### src/rtl/cfg_reg_pkg.sv
// cfg_reg_pkg: shared FSM encoding and default sizing for the
// configuration-register write arbiter and its bank.
package cfg_reg_pkg;
   typedef enum logic [1:0] {IDLE, GRANT_WR, ACK} state_t;
   localparam int NREQ_DEF  = 4;
   localparam int NREG_DEF  = 8;
   localparam int WIDTH_DEF = 16;
endpackage

### src/rtl/cfg_reg_bank.sv
// cfg_reg_bank: NREG x WIDTH preset-on-reset register bank with
// per-register enables and a shared write data bus.
module cfg_reg_bank
   import cfg_reg_pkg::*;
#(
   parameter int NREG  = NREG_DEF,
   parameter int WIDTH = WIDTH_DEF
) (
   input  logic                  clk,
   input  logic                  rst,
   input  logic [NREG-1:0]       en,
   input  logic [WIDTH-1:0]      d,
   output logic [NREG*WIDTH-1:0] reg_q
);
   genvar k, b;
   for (k = 0; k < NREG; k++) begin : g_reg
      for (b = 0; b < WIDTH; b++) begin : g_bit
         dff_set_en u_ff (
            .clk(clk),
            .set(rst),
            .en (en[k]),
            .d  (d[b]),
            .q  (reg_q[k*WIDTH+b])
         );
      end
   end
endmodule

### src/rtl/dff_set_en.sv
// dff_set_en: enable-gated flop with asynchronous preset to one.
module dff_set_en (
   input  logic clk,
   input  logic set,
   input  logic en,
   input  logic d,
   output logic q
);
   always_ff @(posedge clk or posedge set)
      if (set) q <= 1'b1;
      else if (en) q <= d;
endmodule

### src/rtl/cfg_reg_write_arbiter.sv
// cfg_reg_write_arbiter: round-robin arbiter that sequences one granted
// single-register write at a time into a preset-on-reset config bank.
module cfg_reg_write_arbiter
   import cfg_reg_pkg::*;
#(
   parameter int NREQ  = NREQ_DEF,
   parameter int NREG  = NREG_DEF,
   parameter int WIDTH = WIDTH_DEF,
   parameter int AW    = $clog2(NREG)
) (
   input  logic                  clk,
   input  logic                  rst,
   input  logic [NREQ-1:0]       req_valid,
   input  logic [NREQ*AW-1:0]    req_addr,
   input  logic [NREQ*WIDTH-1:0] req_data,
   output logic [NREQ-1:0]       req_ack,
   output logic                  req_err,
   input  logic [AW-1:0]         rd_addr,
   output logic [WIDTH-1:0]      rd_data,
   output logic [NREG*WIDTH-1:0] reg_q,
   output logic                  busy
);
   localparam int IW = $clog2(NREQ);

   state_t           state_q, state_d;
   logic [IW-1:0]    rr_ptr_q, rr_ptr_d, gnt_idx_q, gnt_idx_d, pick;
   logic [AW-1:0]    gnt_addr_q, gnt_addr_d;
   logic [WIDTH-1:0] gnt_data_q, gnt_data_d;
   logic             err_q, err_d, in_range;
   logic [NREG-1:0]  en;

   // Scan downward so the nearest valid index at or after rr_ptr wins.
   always_comb begin
      pick = '0;
      for (int o = NREQ - 1; o >= 0; o--)
         if (req_valid[(int'(rr_ptr_q) + o) % NREQ]) pick = IW'((int'(rr_ptr_q) + o) % NREQ);
   end

   always_comb begin
      state_d    = state_q;
      rr_ptr_d   = rr_ptr_q;
      gnt_idx_d  = gnt_idx_q;
      gnt_addr_d = gnt_addr_q;
      gnt_data_d = gnt_data_q;
      err_d      = err_q;
      if (state_q == IDLE && |req_valid) begin
         state_d    = GRANT_WR;
         gnt_idx_d  = pick;
         gnt_addr_d = req_addr[int'(pick)*AW +: AW];
         gnt_data_d = req_data[int'(pick)*WIDTH +: WIDTH];
      end else if (state_q == GRANT_WR) begin
         state_d = ACK;
         err_d   = !in_range;
      end else if (state_q == ACK) begin
         state_d  = IDLE;
         rr_ptr_d = (gnt_idx_q == IW'(NREQ - 1)) ? '0 : gnt_idx_q + 1'b1;
      end
   end

   always_ff @(posedge clk or posedge rst)
      if (rst) begin
         state_q    <= IDLE;
         rr_ptr_q   <= '0;
         gnt_idx_q  <= '0;
         gnt_addr_q <= '0;
         gnt_data_q <= '0;
         err_q      <= 1'b0;
      end else begin
         state_q    <= state_d;
         rr_ptr_q   <= rr_ptr_d;
         gnt_idx_q  <= gnt_idx_d;
         gnt_addr_q <= gnt_addr_d;
         gnt_data_q <= gnt_data_d;
         err_q      <= err_d;
      end

   assign in_range = int'(gnt_addr_q) < NREG;
   assign en       = (state_q == GRANT_WR && in_range) ? ({{(NREG-1){1'b0}}, 1'b1} << gnt_addr_q) : '0;
   assign req_ack  = (state_q == ACK) ? ({{(NREQ-1){1'b0}}, 1'b1} << gnt_idx_q) : '0;
   assign req_err  = (state_q == ACK) && err_q;
   assign busy     = state_q != IDLE;
   assign rd_data  = (int'(rd_addr) < NREG) ? reg_q[int'(rd_addr)*WIDTH +: WIDTH] : '0;

   cfg_reg_bank #(.NREG(NREG), .WIDTH(WIDTH)) u_bank (
      .clk  (clk),
      .rst  (rst),
      .en   (en),
      .d    (gnt_data_q),
      .reg_q(reg_q)
   );
endmodule

### config.mk
export PLATFORM = sky130hd
export DESIGN_NAME = cfg_reg_write_arbiter
export DESIGN_NICKNAME = d
export VERILOG_FILES = /design/src/rtl/cfg_reg_pkg.sv /design/src/rtl/cfg_reg_bank.sv /design/src/rtl/dff_set_en.sv /design/src/rtl/cfg_reg_write_arbiter.sv
export SDC_FILE = /design/constraint.sdc
export NUM_CORES = 1
export LEC_CHECK = 0
export CAP_MARGIN = 10
export CORE_MARGIN = 2
export CORE_UTILIZATION = 45
export CTS_BUF_LIST = sky130_fd_sc_hd__clkbuf_8 sky130_fd_sc_hd__clkbuf_16
export DETAILED_ROUTE_END_ITERATION = 10
export PLACE_DENSITY_LB_ADDON = 0.12
export SYNTH_ARGS = -nofsm -noshare
export SYNTH_HDL_FRONTEND = slang
export SYNTH_SLANG_ARGS = --single-unit
### constraint.sdc
create_clock -name clk -period 9.4 [get_ports clk]
set_clock_uncertainty 0.05 [all_clocks]
set_input_delay 2.82 -clock clk [delete_from_list [all_inputs] [get_ports clk]]
set_output_delay 2.82 -clock clk [all_outputs]
set_load 0.02 [all_outputs]
After elaboration in Yosys (flattened, before gate mapping)
Index checks and enable logic that the tools add are counted.
Word-level totals
  input port bits: 85
  bits in registers: 153
  word-level logic and storage cells: 185
  output and inout port bits: 150
Operators by class
  muxes and demuxes: 21
  shift-type cells: 5
  order comparisons: 4
  reduce and logical (&&, ||, !) cells: 9
  bitwise operators: 5
  eq/ne operators: 3
  $mul: 1
  add/sub/neg operators: 4
Operators with widths (number)
  $shiftx A128 B8 Y16: 1
  $shiftx A64 B7 Y16: 1
  $mux W2: 8
  $lt A3 B4 Y1 const B: 3
  $shiftx A12 B5 Y3: 1
  $bmux W1 S2: 4
  $mux W8: 1
  $shl A1 B3 Y8 const A: 1
  $mux W1: 7
  $reduce_or A2 Y1: 3
  $add A2 B1 Y2 const B: 2
  $add A2 B2 Y2 const B: 2
  $eq A2 B2 Y1 const B: 2
  $mul A2 B2 Y4 const B: 1
  $mux W4: 1
  $reduce_or A4 Y1: 1
  $shl A1 B2 Y4 const A: 1
  $and A1 B1 Y1 const A: 3
  $lt A2 B3 Y1 const B: 1
  $reduce_and A3 Y1: 1
  $reduce_bool A3 Y1: 1
  $eq A2 B1 Y1 const B: 1
  $logic_not A2 Y1: 1
  $not A1 Y1: 2
  other kinds (2): 2

Longest topological paths before layout
Gate-level depths: netlist (run 1).
  depth after elaboration: 12
  depth in mapped cells: 8
  gate-level depth less buffers: 5

By module
Synthesis (run 1) repeated with hierarchy kept, for this count alone.
Second synthesis, totals
  cells, all modules: 606
  area total of the unflattened synthesis: 8330.5 sq um
By module, submodules not included
  dff_set_en: sequential area each 26.3 sq um, cells an instance 3, area an instance 45.0 sq um, instances 128
  cfg_reg_write_arbiter: sequential area each 625.6 sq um, cells an instance 222, area an instance 2565.0 sq um, instances 1

Least setup slack after synthesis (run 1)
No wires, ideal clock.
  kind: input -> output
  start point: in rd_addr[0]
  end point: out rd_data[11]
  required time: 6530 ps
  arrival: 4180 ps
  setup slack: 2350 ps
  stages: 4
  cell sequence: clkbuf_1 -> buf_2 -> mux4_2 -> mux2_2
Between the ends
  cells in the longest elaborated chain, start to end: 1
RTL lines
  from (decl): RTL line cfg_reg_write_arbiter.sv:18  | input logic [AW-1:0] rd_addr,
  $shiftx A128 B8 Y16: RTL line cfg_reg_write_arbiter.sv:82  | assign rd_data = (int'(rd_addr) < NREG) ? reg_q[int'(rd_addr)*WIDTH +: WIDTH] : '0;
  to (decl): RTL line cfg_reg_write_arbiter.sv:19  | output logic [WIDTH-1:0] rd_data,
No other way between the ends.

Worst setup path in the final report (run 1)
  start point: in rd_addr[0]
  end point: out rd_data[15]
Same word-level chain as after synthesis.

==> results.ini, run 1 <==
[timing]
slew_violations=0
fin_crit_sh_pct=84.8
finalSetupViolations=0
rsz0062_at_grt=no
setup_slack_ps=1430
max_freq_mhz=125
min_period_ps=7970
max-slew-margin-rel_pct=23.5
totalNegativeSetupSlack_ps=0
hold_viol_final=0
worst-slew-pin-transition_ps=1150

[power_and_ir_drop]
p_comb_share_pct=45.4
sw_frac_of_total_pct=35.7
seqPwrFrac_pct=37.7
p_leak_nw=4.26
p_per_area_nw_per_um2=380
clkPwrFrac_pct=16.9
max-vdd-ir-drop_mv=0.234
power.switching_mw=1.43
p_int_mw=2.57

[critical_path]
cp_max_fo=32
path_class=primary input to primary output
setup.worst_path.end_class=primary output
regToRegSetupSlack_ps=7070
worstPathCellList=buf_2, mux4_2, mux2_2, clkdlybuf4s50_1
worstReg2RegStart=rr_ptr_q[0]
cpPeakStageDelay_ps=810
worstReg2RegEnd=gnt_data_q[15]
arrival_ps=5100
critPathSlowestCell=buf_2
critical_path_buf_inv_count=2
setup.worst_path.start_class=primary input
critPathRequiredTime_ps=6530
cp_top_family=buffers and inverters
rr_worst_depth=5

[clocking]
cts_tree=yes
post_cts_buffers=0
htreeDepth=4
clk_latency_ps=420
numCtsBuffers=17
clk_path_buf_depth=2
cts_hold_buf=0
cts.clk_slew.worst_paths_ps=60
cts_root_buffer=clkbuf_16
cts_resized=0
cts.sinks=153

[global_routing]
grt_overflow=0
grt_max_degree=85
grt_use_total_pct=21.4
grt_pass1_vias=5421
grt_pass1_wl_um=32200
grt_antenna_before_repair=0

[route]
drtAntennaViolNets=0
detail_route.wirelength_um=20600
drtIter0Drc=247
vias=5196
drc=0
wire_per_inst_um=21.5
firstDrtPassIters=5
viasPerCell=5.43

[logic_synthesis]
async_reset_ff_share_pct=100
syn_nets=709
synth_edf_count=0
ys_seq_elements=153
syn_inst=620
syn_area_um2=8410
synth_ff_type=dfstp_2
yosys_warnings=0
synth.distinct_cells=30
synth_top_cell_area_share_pct=40.0
yosysMostFrequentCell=mux2_2
avgSynthCellArea_um2=13.6
synth_area_leaders=dfstp_2 40%, mux2_2 20%, buf_4 12%
synth-seq-area-share_pct=47.4
yosysTopAreaCell=dfstp_2
synthTopCellsByCount=146 x mux2_2, 129 x buf_4, 128 x dfstp_2

[finish]
final_cells=957
fin_nets=804
final_core_util_pct=58.0
syn2layout_area_growth_pct=25.3
stdcell_area_um2=10500
layout-drive-gt1-share_pct=48.1
diodes=0

[min_path]
min_from=state_q[0]
hold_depth=0
whs_endpoint=state_q[1]
hp-class=flip-flop to flip-flop

[place]
gp_congestion=0.794
dp_slack_ps=1370
dp_cells=925
placed_cell_area_um2=9940
port-buffer-count=233
dp_hpwl_um=15100

[flow_run]
drv_cap=0

[floorplanning]
core_area_um2=18100
fp.dieW_um=141
num_rows=49
start_util_pct=46.3
io_pins=235
die_height_um=141
dieArea_um2=19800

[outcome]
status=completed

## worst max path at each step
stage	startpoint	end	slack [ps]	depth (start not counted)
global route	rd_addr[0]	rd_data[15]	1250	4
global placement	rd_addr[0]	rd_data[15]	1420	4
finish	rd_addr[0]	rd_data[15]	1430	4
floorplan	rd_addr[0]	rd_data[11]	2350	4
CTS	rd_addr[0]	rd_data[15]	1360	4
detailed placement	rd_addr[0]	rd_data[15]	1370	4
## kinds of logic (layout without fill, tap and decap cells)
logic type               after synthesis  count (layout)  share of synthesized area (%)
multiplexers                         216             216                           32.6
AND/OR/NAND/NOR                       51              51                           2.84
flip-flops                           153             153                           47.4
AO/OA/AOI/OAI                         27              27                           2.66
other                                  1               1                         0.0446
buffers and inverters                168             276                           13.8
adder cells (fa/ha/maj)                4               4                          0.595
## worst register-to-register path, stage by stage, from the launching register on
cell and delay [ps]:
dfrtp_1 410, nor2b_1 180, a211o_1 130, a21o_2 840, mux2i_1 410, o221ai_1 150
## area by class of cell
type / count / area (um2)
Clock buffer: 22 / 494
Clock inverter: 10 / 100
Fill cell: 1420 / 7620
Inverter: 6 / 27.5
Multi-Input combinational cell: 299 / 3270
Sequential cell: 153 / 3990
Tap cell: 229 / 287
Timing Repair Buffer: 238 / 2360
## cell usage in the layout, fill, tap and decap left out, types with 4 or more instances in the layout
cell             synthesis  routed
clkdlybuf4s50_1          0     231
mux2_2                 146     146
dfstp_2                128     128
mux2i_1                 38      38
mux4_2                  32      32
nand2_1                 27      27
dfrtp_1                 25      25
o221ai_1                20      20
clkbuf_16                0      17
inv_1                    6       8
nand2b_1                 5       5
nor2_1                   7       5
clkbuf_8                 0       5
buf_4                  129       5
and2_1                   4       4
ha_1                     4       4
clkinv_2                 0       4
## registers in the layout, indices dropped and copies added, names as in the netlist
signal / flops
gnt_addr_q: 3
gnt_data_q: 16
gnt_idx_q: 2
rr_ptr_q: 2
state_q: 2
u_bank.g.g_bit.u_ff.q: 128
## power by group through the flow
stage	Combinational (mW)	Clock, mW	Sequential (mW)
floorplan	1.47	0	1.34
global placement	1.80	0	1.51
detailed placement	1.83	0	1.52
CTS	1.84	0.689	1.51
global route	1.92	0.720	1.57
finish	1.82	0.674	1.51
## metrics by stage
step                power [mW]  hold WS (ps)
global placement          3.31           441
CTS                       4.04           476
floorplan                 2.81           430
finish                    4.00           466
detailed placement        3.35           460
global route              4.21           501
## layer usage
metal	vias to the layer above	wire, um	GRT usage (%)
met5	-	0	0
met4	0	233	6.58
met3	20	1040	4.04
met2	188	10300	35.5
met1	2708	9020	28.7
li1	2280	-	-
Note: power is estimated with default switching activity, not from simulation.
==> run 2, diff against run 1 <==
Clock period 9.4 ns to 7.6 ns, I/O delays scaled along.
==> results.ini, run 2 (synthesis results as in run 1) <==
[clocking]
cts.sinks=153  ; unchanged
cts_resized=0  ; unchanged
post_cts_buffers=0  ; unchanged
htreeDepth=4  ; unchanged
clk_latency_ps=420  ; about the same
cts_root_buffer=clkbuf_16
cts.clk_slew.worst_paths_ps=60  ; about the same
cts_hold_buf=0  ; unchanged
cts_tree=yes
clk_path_buf_depth=2  ; unchanged
numCtsBuffers=17  ; unchanged

[min_path]
hp-class=flip-flop to flip-flop
min_from=state_q[0]

[timing]
max_freq_mhz=151
rsz0062_at_grt=no
finalSetupViolations=0  ; unchanged
slew_violations=0  ; unchanged
totalNegativeSetupSlack_ps=0  ; unchanged
max-slew-margin-rel_pct=21.4  ; -2.0 points
hold_ws_ps=467  ; +1.20 ps
setup_slack_ps=993  ; -436 ps
hold_viol_final=0  ; unchanged
min_period_ps=6610
worst-slew-pin-transition_ps=1170  ; +27.5 ps
fin_crit_sh_pct=86.9

[finish]
largest_reg_flops=128  ; unchanged
final_cell_mix=231 x clkdlybuf4s50_1, 146 x mux2_2, 128 x dfstp_2
fin_nets=806  ; +0.25%
regMostFlops=u_bank.g.g_bit.u_ff.q
seq_area_um2=3990  ; unchanged
final_core_util_pct=58.0  ; about the same
syn2layout_area_growth_pct=25.2  ; about the same
layout-drive-gt1-share_pct=48.6  ; +0.55 points
reg_top3=u_bank.g.g_bit.u_ff.q (128), gnt_data_q (16), gnt_addr_q (3)
final_common_cell=clkdlybuf4s50_1
diodes=0  ; unchanged
fillerInstances=1429  ; +0.63%
multi_input_area_um2=3270  ; unchanged

[critical_path]
critPathRequiredTime_ps=5270  ; -1260 ps
setup.worst_path.start_class=primary input
arrival_ps=4280  ; -820 ps
cp_max_fo=20  ; -38%
setup.worst_path.end_class=primary output
worstReg2RegStart=rr_ptr_q[0]
path_class=primary input to primary output
cp-startpoint=rd_addr[0]

[route]
firstDrtPassIters=4  ; -1
vias=5184  ; -0.23%
wire_per_inst_um=21.8  ; +1.5%
drc=0  ; unchanged
detail_route.wirelength_um=20900  ; +1.7%
drtIter0Drc=161  ; -35%
drtAntennaViolNets=0  ; unchanged
viasPerCell=5.41  ; -0.44%

[global_routing]
grt_max_degree=89  ; +4.7%
grt.met2_usage_pct=35.0  ; -0.49 points
gr-usage-met3_pct=4.59  ; +0.54 points
grt_overflow=0  ; unchanged
grtUsageMet1_pct=28.9  ; +0.21 points
busiest_layer=met2
grt_antenna_before_repair=0  ; unchanged
grt_pass1_vias=5490  ; +1.3%
grt_use_total_pct=21.4  ; about the same
grt_pass1_wl_um=32400  ; +0.47%

[outcome]
status=completed

[place]
port-buffer-count=233  ; unchanged
gp_congestion=0.793  ; about the same
dp_slack_ps=956  ; -413 ps
dp_hpwl_um=15400  ; +1.8%

[floorplanning]
die_height_um=141  ; unchanged
dieArea_um2=19800  ; unchanged
fp.dieW_um=141  ; unchanged
start_util_pct=46.3  ; unchanged
io_pins=235  ; unchanged
core_area_um2=18100  ; unchanged
num_rows=49  ; unchanged

[power_and_ir_drop]
p_leak_nw=4.22  ; -0.80%
p_per_area_nw_per_um2=468  ; +23%
max-vdd-ir-drop_mv=0.266  ; +14%

[flow_run]
drv_cap=0  ; unchanged

run 2: cell count changes in the layout (fill, tap and decap cells not counted), moves of 3 or more:
cell / previous run / this run
inv_6: 2 / 6
clkinv_2: 4 / 0
clkbuf_8: 5 / 0
clkinvlp_4: 0 / 5
inv_1: 8 / 5
run 2: cell type report:
| class | count | share of cell area (%) |
|---|---|---|
| Sequential cell | 153 | 37.9 |
| Multi-Input combinational cell | 299 | 31.1 |
| Timing Repair Buffer | 240 | 22.7 |
| Clock buffer | 18 | 4.28 |
| Tap cell | 229 | 2.72 |
| Clock inverter | 14 | 1.06 |
| Inverter | 6 | 0.262 |
run 2: stage by stage:
step           instances  power, mW  cell area [um2]
5_1_grt              959       5.17            10500
3_3_place_gp         927       4.10             9960
2_1_floorplan        620       3.48             8410
3_5_place_dp         927       4.16             9960
4_1_cts              959       4.96            10500
6_report             959       4.92            10500
run 2: worst paths after layout:
kind	to	slack, ps	depth (start not counted)
worst max-delay path	rd_data[9]	990	5
worst min-delay path	state_q[1]	470	0
worst max register to register	gnt_data_q[15]	5240	5
worst min register to register	state_q[1]	470	0
max in group asynchronous	gnt_data_q[15]	3860	3
min in group asynchronous	gnt_idx_q[1]	2370	2
run 2: metal layers:
layer  vias up  wire length [um]
li1       2285                 -
met1      2654              9040
met2       218             10200
met3        27              1310
met4         0               329
met5         -                 0
run 2: worst max-delay path: stages:
cell             delay [ps]
buf_2                   370
buf_12                  260
mux4_2                  510
mux2_2                  280
clkdlybuf4s50_1         550
run 2: report_power, final:
group	internal (mW)	total (mW)	switching (mW)
logic	1.23	2.25	1.02
registers	1.43	1.88	0.449
clock network	0.443	0.790	0.347
total	3.10	4.92	1.82
==> run 3, diff against run 2 <==
Settings changed: CAP_MARGIN 10 to 20.
==> results.ini, run 3 (synthesis results as in run 1) <==
[place]
dp_cells=928  ; +0.11%
port-buffer-count=233  ; unchanged
dp_hpwl_um=15500  ; +0.70%
gp_congestion=0.793  ; unchanged

[critical_path]
worstPathCellList=buf_2, buf_12, mux4_2, mux2_2, clkdlybuf4s50_1
cp-endpoint=rd_data[9]
cp_max_fo=20  ; unchanged
path_class=primary input to primary output
cp_top_family=buffers and inverters
cpPeakStageDelay_ps=550  ; about the same
critPathSlowestCell=clkdlybuf4s50_1
critical_path_buf_inv_count=3  ; unchanged
rr_worst_depth=5  ; unchanged
setup.worst_path.end_class=primary output
arrival_ps=4290  ; about the same
critPathRequiredTime_ps=5270  ; about the same
cp-startpoint=rd_addr[0]
setup.worst_path.start_class=primary input
cp.depth=5  ; unchanged
worstReg2RegEnd=gnt_data_q[15]
regToRegSetupSlack_ps=5260  ; +20 ps
worstReg2RegStart=rr_ptr_q[0]

[finish]
reg_top3=u_bank.g.g_bit.u_ff.q (128), gnt_data_q (16), gnt_addr_q (3)
final_cells=961  ; +0.21%
final_cell_mix=231 x clkdlybuf4s50_1, 146 x mux2_2, 128 x dfstp_2
fillerInstances=1427  ; -0.14%
largest_reg_flops=128  ; unchanged
syn2layout_area_growth_pct=26.4
fin_nets=808  ; +0.25%
final_common_cell=clkdlybuf4s50_1
diodes=0  ; unchanged
layout-drive-gt1-share_pct=48.8  ; +0.14 points
regMostFlops=u_bank.g.g_bit.u_ff.q

[clocking]
cts_tree=yes
cts.sinks=153  ; unchanged
post_cts_buffers=0  ; unchanged
clk_path_buf_depth=2  ; unchanged
numCtsBuffers=17  ; unchanged
cts.clk_slew.worst_paths_ps=60  ; about the same
cts_root_buffer=clkbuf_16
htreeDepth=4  ; unchanged
clk_latency_ps=420  ; about the same
cts_hold_buf=0  ; unchanged
cts_resized=0  ; unchanged

[timing]
max_freq_mhz=151  ; -0.15%
hold_viol_final=0  ; unchanged
min_period_ps=6620  ; +9.89 ps
rsz0062_at_grt=no
worst-slew-pin-transition_ps=1080  ; -94.2 ps
totalNegativeSetupSlack_ps=0  ; unchanged
finalSetupViolations=0  ; unchanged
max-slew-margin-rel_pct=28.0  ; +6.5 points
fin_crit_sh_pct=87.1  ; +0.13 points
slew_violations=0  ; unchanged

[route]
drtAntennaViolNets=0  ; unchanged
firstDrtPassIters=4  ; unchanged
detail_route.wirelength_um=21100  ; +0.77%
viasPerCell=5.34  ; -1.1%
wire_per_inst_um=21.9  ; +0.56%
vias=5136  ; -0.93%
drtIter0Drc=147  ; -8.7%
drc=0  ; unchanged

[global_routing]
grt_overflow=0  ; unchanged
grt_antenna_before_repair=0  ; unchanged
grt_pass1_wl_um=32600  ; +0.73%
grt_max_degree=89  ; unchanged
grt_pass1_vias=5477  ; -0.24%
grt_use_total_pct=21.8  ; +0.39 points

[floorplanning]
die_height_um=141  ; unchanged
core_area_um2=18100  ; unchanged
dieArea_um2=19800  ; unchanged
fp.dieW_um=141  ; unchanged
num_rows=49  ; unchanged
io_pins=235  ; unchanged
start_util_pct=46.3  ; unchanged

[power_and_ir_drop]
p_per_area_nw_per_um2=474  ; +1.3%
max-vdd-ir-drop_mv=0.302  ; +14%
p_leak_nw=4.28  ; +1.4%

[min_path]
hp-class=flip-flop to flip-flop

[outcome]
status=completed

[flow_run]
drv_cap=0  ; unchanged

[run 3: worst min path at each step]
stage	slack, ps	from	cells past startpoint	end
CTS	480	state_q[0]	0	state_q[1]
floorplan	430	gnt_addr_q[2]	2	gnt_addr_q[2]
global placement	440	state_q[0]	0	state_q[1]
finish	480	state_q[0]	0	state_q[1]
detailed placement	460	state_q[0]	0	state_q[1]
global route	500	state_q[0]	0	state_q[1]
[run 3: cell type report]
type                            count  area, um2  share of cell area (%)
Sequential cell                   153       3990                    37.5
Multi-Input combinational cell    299       3270                    30.8
Timing Repair Buffer              242       2420                    22.7
Clock buffer                       18        439                    4.13
Tap cell                          229        287                    2.70
Clock inverter                     14        195                    1.84
Inverter                            6       27.5                   0.259
[run 3: per-layer routing]
layer,track usage [%],part of all wire [%],up-vias
met2,36.0,50,185
met5,0,0,-
met1,29.2,45,2638
met3,4.14,4.1,24
met4,7.05,1.7,0
li1,-,-,2289
[run 3: per-stage QoR]
| step | total power [mW] | area (um2) | hold slack (ps) | utilization, % | setup WS, ps |
|---|---|---|---|---|---|
| final | 5.04 | 10600 | 483 | 58.6 | 983 |
| after global routing | 5.28 | 10600 | 497 | 58.6 | 849 |
| after CTS | 5.08 | 10600 | 479 | 58.5 | 953 |
| after floorplan | 3.48 | 8410 | 430 | - | 1360 |
| after detailed placement | 4.17 | 9980 | 462 | 55.0 | 952 |
| after global placement | 4.10 | 9960 | 441 | 54.9 | 1000 |
[run 3: where the power goes]
part | switching, mW | internal (mW) | total (mW) | leakage, nW
Clock | 0.338 | 0.560 | 0.898 | 0.307
Sequential | 0.449 | 1.43 | 1.88 | 1.64
Combinational | 1.03 | 1.23 | 2.26 | 2.33
